### config.mk
export PLATFORM = sky130hd
export DESIGN_NAME = mips_multicycle_ctrl
export DESIGN_NICKNAME = d
export VERILOG_FILES = /design/src/rtl/mips_multicycle_ctrl.sv
export SDC_FILE = /design/constraint.sdc
export NUM_CORES = 1
export LEC_CHECK = 0
export CAP_MARGIN = 0
export CORE_MARGIN = 4
export CORE_UTILIZATION = 35
export CTS_CLUSTER_SIZE = 8
export DETAILED_ROUTE_END_ITERATION = 10
export GPL_TIMING_DRIVEN = 1
export PLACE_DENSITY = 0.74
export SETUP_SLACK_MARGIN = 0.4
export SKIP_LAST_GASP = 1
export SYNTH_ARGS = -nofsm -noshare
export SYNTH_HDL_FRONTEND = slang
export SYNTH_SLANG_ARGS = --single-unit
### constraint.sdc
create_clock -name clk -period 1.7 [get_ports clk]
set_input_delay 0.255 -clock clk [delete_from_list [all_inputs] [get_ports clk]]
set_output_delay 0.255 -clock clk [all_outputs]
set_load 0.05 [all_outputs]
### src/rtl/mips_multicycle_ctrl.sv
// Multicycle MIPS control unit: Moore FSM sequencing fetch, decode,
// execute, memory access and writeback, plus a sticky illegal-op flag.
module mips_multicycle_ctrl #(
  parameter int STATE_W = 4
) (
  input  logic               clk,
  input  logic               reset_n,
  input  logic [5:0]         op,
  input  logic [5:0]         funct,
  input  logic               zero,
  output logic               pc_en,
  output logic               iord,
  output logic               mem_write,
  output logic               ir_write,
  output logic               reg_dst,
  output logic               mem_to_reg,
  output logic               reg_write,
  output logic               alu_src_a,
  output logic [1:0]         alu_src_b,
  output logic [1:0]         pc_src,
  output logic [2:0]         alu_f,
  output logic               illegal_op,
  output logic [STATE_W-1:0] state
);

  typedef enum logic [3:0] {
    S_FETCH   = 4'd0,
    S_DECODE  = 4'd1,
    S_MEMADR  = 4'd2,
    S_MEMRD   = 4'd3,
    S_MEMWB   = 4'd4,
    S_MEMWR   = 4'd5,
    S_EXECUTE = 4'd6,
    S_ALUWB   = 4'd7,
    S_BRANCH  = 4'd8,
    S_ADDIEX  = 4'd9,
    S_ADDIWB  = 4'd10,
    S_JUMP    = 4'd11
  } state_t;

  localparam logic [5:0] OP_RTYPE = 6'b000000;
  localparam logic [5:0] OP_LW    = 6'b100011;
  localparam logic [5:0] OP_SW    = 6'b101011;
  localparam logic [5:0] OP_BEQ   = 6'b000100;
  localparam logic [5:0] OP_ADDI  = 6'b001000;
  localparam logic [5:0] OP_J     = 6'b000010;

  localparam logic [5:0] FN_ADD = 6'b100000;
  localparam logic [5:0] FN_SUB = 6'b100010;
  localparam logic [5:0] FN_AND = 6'b100100;
  localparam logic [5:0] FN_OR  = 6'b100101;
  localparam logic [5:0] FN_SLT = 6'b101010;

  state_t state_reg, state_next;
  logic   illegal_reg, illegal_next;
  logic   funct_legal;
  logic [2:0] funct_alu;
  logic   decode_bad;
  state_t out_state;

  // Map an R-type funct onto the ALU operation code and flag unsupported ones.
  always_comb begin
    funct_legal = 1'b1;
    funct_alu   = 3'b010;
    case (funct)
      FN_ADD:  funct_alu = 3'b010;
      FN_SUB:  funct_alu = 3'b110;
      FN_AND:  funct_alu = 3'b000;
      FN_OR:   funct_alu = 3'b001;
      FN_SLT:  funct_alu = 3'b111;
      default: funct_legal = 1'b0;
    endcase
  end

  // Next-state selection and sticky illegal-op detection on leaving DECODE.
  always_comb begin
    state_next = S_FETCH;
    decode_bad = 1'b0;
    case (state_reg)
      S_FETCH:  state_next = S_DECODE;
      S_DECODE: begin
        case (op)
          OP_LW, OP_SW: state_next = S_MEMADR;
          OP_RTYPE: begin
            if (funct_legal) state_next = S_EXECUTE;
            else             decode_bad = 1'b1;
          end
          OP_BEQ:  state_next = S_BRANCH;
          OP_ADDI: state_next = S_ADDIEX;
          OP_J:    state_next = S_JUMP;
          default: decode_bad = 1'b1;
        endcase
      end
      S_MEMADR:  state_next = (op == OP_LW) ? S_MEMRD : S_MEMWR;
      S_MEMRD:   state_next = S_MEMWB;
      S_EXECUTE: state_next = S_ALUWB;
      S_ADDIEX:  state_next = S_ADDIWB;
      default:   state_next = S_FETCH;
    endcase
    illegal_next = illegal_reg | decode_bad;
  end

  // State and illegal flag registers with synchronous active-low reset.
  always_ff @(posedge clk) begin
    if (!reset_n) begin
      state_reg   <= S_FETCH;
      illegal_reg <= 1'b0;
    end else begin
      state_reg   <= state_next;
      illegal_reg <= illegal_next;
    end
  end

  // While reset is asserted the outputs look like FETCH with writes masked.
  assign out_state = reset_n ? state_reg : S_FETCH;

  // Moore output decode from the (reset-masked) state; only BRANCH's pc_en
  // looks at the live zero flag.
  always_comb begin
    pc_en      = 1'b0;
    iord       = 1'b0;
    mem_write  = 1'b0;
    ir_write   = 1'b0;
    reg_dst    = 1'b0;
    mem_to_reg = 1'b0;
    reg_write  = 1'b0;
    alu_src_a  = 1'b0;
    alu_src_b  = 2'b00;
    pc_src     = 2'b00;
    alu_f      = 3'b010;
    case (out_state)
      S_FETCH: begin
        ir_write  = 1'b1;
        alu_src_b = 2'b01;
        pc_en     = 1'b1;
      end
      S_DECODE:  alu_src_b = 2'b11;
      S_MEMADR: begin
        alu_src_a = 1'b1;
        alu_src_b = 2'b10;
      end
      S_MEMRD:   iord = 1'b1;
      S_MEMWB: begin
        mem_to_reg = 1'b1;
        reg_write  = 1'b1;
      end
      S_MEMWR: begin
        iord      = 1'b1;
        mem_write = 1'b1;
      end
      S_EXECUTE: begin
        alu_src_a = 1'b1;
        alu_f     = funct_alu;
      end
      S_ALUWB: begin
        reg_dst   = 1'b1;
        reg_write = 1'b1;
      end
      S_BRANCH: begin
        alu_src_a = 1'b1;
        alu_f     = 3'b110;
        pc_src    = 2'b01;
        pc_en     = zero;
      end
      S_ADDIEX: begin
        alu_src_a = 1'b1;
        alu_src_b = 2'b10;
      end
      S_ADDIWB:  reg_write = 1'b1;
      S_JUMP: begin
        pc_src = 2'b10;
        pc_en  = 1'b1;
      end
      default: ;
    endcase
    if (!reset_n) begin
      pc_en     = 1'b0;
      ir_write  = 1'b0;
      mem_write = 1'b0;
      reg_write = 1'b0;
    end
  end

  assign illegal_op = illegal_reg;
  assign state      = STATE_W'(out_state);

endmodule

==> results of run 1 <==
-- stage by stage --
stage / setup WS, ps / instance area [µm²] / TNS (ps) / util [%]
detailed placement: -342 / 1520 / -2950 / 89.0
global placement: -277 / 1520 / -2240 / 89.0
floorplan: -85.3 / 836 / -104 / -
-- cell usage after synthesis --
cell type / count
xnor2_1: 3
nor4b_1: 1
xor2_1: 1
o21a_1: 1
a21oi_1: 3
nor2_1: 8
nor2b_1: 2
or2_1: 2
nor4bb_1: 1
clkbuf_1: 1
a211o_1: 2
or2_2: 1
or3_1: 1
o31ai_1: 2
and3_1: 1
nor4_2: 1
nor3_1: 7
nor3b_1: 1
clkinv_1: 1
dfxtp_1: 5
o21ai_0: 2
a31o_1: 1
a32oi_1: 1
nand2_1: 10
a31oi_1: 3
nand4_1: 2
o32ai_1: 1
o211ai_1: 1
inv_2: 2
nand2b_1: 5
a221oi_1: 2
maj3_1: 1
inv_1: 6
nor4_1: 3
a2111oi_2: 1
a32o_1: 1
o21ai_1: 2
buf_2: 5
-- logic make-up after synthesis --
group | count (synthesis) | share of synthesized area, %
xor gates and xnor gates | 4 | 5.60
and+or+nand+nor | 46 | 39.6
buffers and inverters | 15 | 10.0
DFF | 5 | 16.0
adders and majority gates | 1 | 1.60
AOI/OAI and AO/OA | 23 | 27.2
==> reports/summary.txt, run 1 <==
Sink Count = 5
H-tree depth = 1
Detail Placement HPWL = 2140 µm
share of the synthesized area in the top cell type = 16.0%
CTS Buf Count = 3
Post-Synthesis Cells = 94
Port Buffer Count = 34
post-CTS sizing = 36
Bufs on Longest Clock Path = 2
Root Buffer = clkbuf_4
yosys synthesis warning count = 0
# hold bufs at CTS = 0
outcome = aborted with a tool error
Synth area leaders = dfxtp_1 16%, nand2_1 6.0%, nor3_1 5.6%
Die W = 50.3 µm
gpl congestion = 0.821
post-synthesis cell area = 626 µm²
stop err = [ERROR DPL-0038] Utilization greater than 100%, impossible to legalize
Rows = 15
Synth Register Bits = 5
Yosys cell types = 38
Setup Buffers After CTS = 14
syn nets = 109
initial core utilization = 36.6%
DIE HEIGHT = 50.3 µm
Synth Area per Inst = 6.66 µm²
placed insts = 172
Synth area leader = dfxtp_1
io pins = 35
last stage reached = clock tree synthesis (4_1_cts)
sequential share of the synthesized area = 16.0%
==> run 2, diff against run 1 <==
Settings changed: CORE_AREA set to 4 4 65 67, CORE_MARGIN 4 to unset, CORE_UTILIZATION 35 to unset, CTS_CLUSTER_SIZE 8 to unset, DIE_AREA set to 0 0 69 71, PLACE_DENSITY 0.74 to unset, PLACE_DENSITY_LB_ADDON set to 0.15, SETUP_SLACK_MARGIN 0.4 to unset.
==> run 2 against run 1 <==
Against the previous run: synthesized cell count is the same; area after synthesis is the same; the flow now finishes, with violations (negative setup slack).
==> reports/summary.txt, run 2 <==
Core Util, Final = 44.9%
Rows = 22 (was 15)
CTS tree = built
drt drc = 0
GRT met3 Usage = 3.41%
Bufs and invs on worst path = 2
Final Hold Viols = 0
Final setup viols = 2
area delta synth->final = 161%
io pins = 35 (unchanged)
first-pass GRT wire length = 4460 µm
Critical-path top delay cell = clkdlybuf4s50_1
RR Startpoint = state_reg[3]
max reg flops = 4
Crit. Startpoint = funct[4]
crit path kind = in -> out
final instance area = 0.00163 mm²
1st-pass router iterations = 4
Total GRT Usage = 10.8%
Setup crit end kind = output port
number of global-route vias before repair = 945
layout cell share with drive strength beyond 1 = 54.7%
CTS Buf Count = 3 (unchanged)
Max Fclk = 587 MHz
Main synth FF type = dfxtp_1 (unchanged)
vias per cell = 4.52
Non-Filler Instances = 207
Synth Area per Inst = 6.66 µm² (unchanged)
gpl congestion = 0.844 (was 0.821)
commonest non-fill, non-tap cell in the layout = buf_4
reg2reg end = state_reg[1]
placed insts = 199 (was 172)
peak fanout along the critical path = 3
cell depth of the worst setup path = 5
critical-path cell list = clkdlybuf4s50_1, nand2b_4, nor4_4, a31o_2, buf_12
most frequent cells in the layout = 28 x buf_4, 16 x buf_12, 11 x clkdlybuf4s50_1
H-tree depth = 1 (unchanged)
Post-Synthesis Cells = 94 (unchanged)
grt met2 use = 19.3%
most frequent cells after synthesis = 10 x nand2_1, 8 x nor2_1, 7 x nor3_1 (unchanged)
# hold bufs at CTS = 0 (unchanged)
Leak = 0.658 nW
top-count cell post-synth = nand2_1 (unchanged)
CP required = 1440 ps
Pwr per Cell Area = 365 mW/mm²
ANT nets after route = 0
clk slew on worst S/H paths = 40 ps
MaxCap Viol Count = 0
Layout Nets = 175
Root Buffer = clkbuf_8 (was clkbuf_4)
Detail Placement HPWL = 2130 µm (was 2140 µm)
minimum clock period = 1700 ps
sequential share of the synthesized area = 16.0% (unchanged)
Worst-Margin Slew = 290 ps
CP Launch Type = primary input
worst skew pair latency = 220 ps
Core Area = 0.00363 mm²
met1 Use GR = 12.8%
Via Count = 935
Slew HR = 80.6%
number of DRC markers in iteration 0 = 17
fin crit share = 100%
initial antenna violation count = 0
antenna cells = 0
grt peak-use layer = met2
total global routing overflow = 0
Die W = 69 µm (was 50.3 µm)
syn nets = 109 (unchanged)
Synth Register Bits = 5 (unchanged)
DIE HEIGHT = 71 µm (was 50.3 µm)
peak supply drop = 0.292 mV
Final Skew = 3.31 ps
Die ar. = 0.00490 mm²
Synth area leader = dfxtp_1 (unchanged)
Worst Setup EP = alu_f[2]
yosys synthesis warning count = 0 (unchanged)
Post-synth EDFFs = 0 (unchanged)
Port Buffer Count = 34 (unchanged)
Crit path max-delay family = buffers and inverters
Max stage delay on crit path = 390 ps
RSZ-0062 raised after global routing = true
r2r setup slk = 420 ps
largest net degree at the start of global routing = 15
Sink Count = 5 (unchanged)
outcome = finished, violations left (was aborted with a tool error)
initial core utilization = 17.2% (was 36.6%)
routed len/inst = 12.6 µm
Final WS setup = -4.95 ps
worst-case reg-to-reg path depth = 5
share of the synthesized area in the top cell type = 16.0% (unchanged)
Max Slew Vio Count = 0
post-synthesis cell area = 626 µm² (unchanged)
Synth async-reset ratio = 0% (unchanged)
CP arrival = 1450 ps
Yosys cell types = 38 (unchanged)
DRT Wirelength = 2610 µm
Bufs on Longest Clock Path = 2 (unchanged)
violated checks = negative setup slack
Synth area leaders = dfxtp_1 16%, nand2_1 6.0%, nor3_1 5.6% (unchanged)
Placed Area = 0.00145 mm² (was 0.00152 mm²)
Worst Hold Class = in -> reg
[run 2: cell counts after synthesis]
No cell type changed its count.
[run 2: stage by stage]
stage               setup TNS [ps]  setup WS, ps  power (mW)  hold WS, ps
floorplan                     -792          -332       0.239          448
global placement             -2140          -280       0.361          466
detailed placement           -2080          -295       0.364          459
CTS                              0          11.1       0.598          468
global route                  -149         -56.6       0.622          461
finish                       -9.81         -4.95       0.595          413
[run 2: worst register-to-register path, stage by stage, from the launching register on]
cell	delay [ps]
dfxtp_4	350
buf_6	130
nand2b_4	150
buf_4	150
a211o_1	260
a31oi_1	150
[run 2: what timing repair did]
item	4_1_cts	5_1_grt
gates resized for setup	18	14
setup endpoints to repair	15	9
pin swaps	4	3
endpoints found under the hold margin	0	0
setup buffers	4	0
[run 2: area by class of cell]
class | count | area, µm²
Clock buffer | 3 | 41.3
Clock inverter | 1 | 5.00
Fill cell | 382 | 2000
Inverter | 9 | 33.8
Multi-Input combinational cell | 74 | 604
Sequential cell | 5 | 108
Tap cell | 48 | 60.1
Timing Repair Buffer | 67 | 778
[run 2: worst min-delay path by stage]
stage / startpoint / end / slack, ps / depth (start not counted)
global route: reset_n / illegal_op / 460 / 3
finish: reset_n / illegal_op / 410 / 3
CTS: illegal_op / illegal_op / 470 / 1
floorplan: op[4] / state_reg[0] / 450 / 3
detailed placement: illegal_op / illegal_op / 460 / 1
global placement: illegal_op / illegal_op / 470 / 1
[run 2: kinds of logic after synthesis]
kind of cell	synth area share, %
AOI/OAI and AO/OA	27.2
xor gates and xnor gates	5.60
adders and majority gates	1.60
buffers and inverters	10.0
DFF	16.0
and+or+nand+nor	39.6
[run 2: layer usage]
layer | routed length (µm) | vias to the layer above
met3 | 125 | 0
met4 | 0 | 0
met1 | 1140 | 438
met5 | 0 | -
met2 | 1340 | 20
li1 | - | 477
[run 2: power breakdown]
group | switching (mW) | leakage [nW] | internal (mW)
sequential | 0.00515 | 0.0429 | 0.122
clock | 0.0610 | 0.0255 | 0.158
combinational | 0.125 | 0.590 | 0.124
total | 0.191 | 0.658 | 0.404
Power figures use the tool's default switching activity.
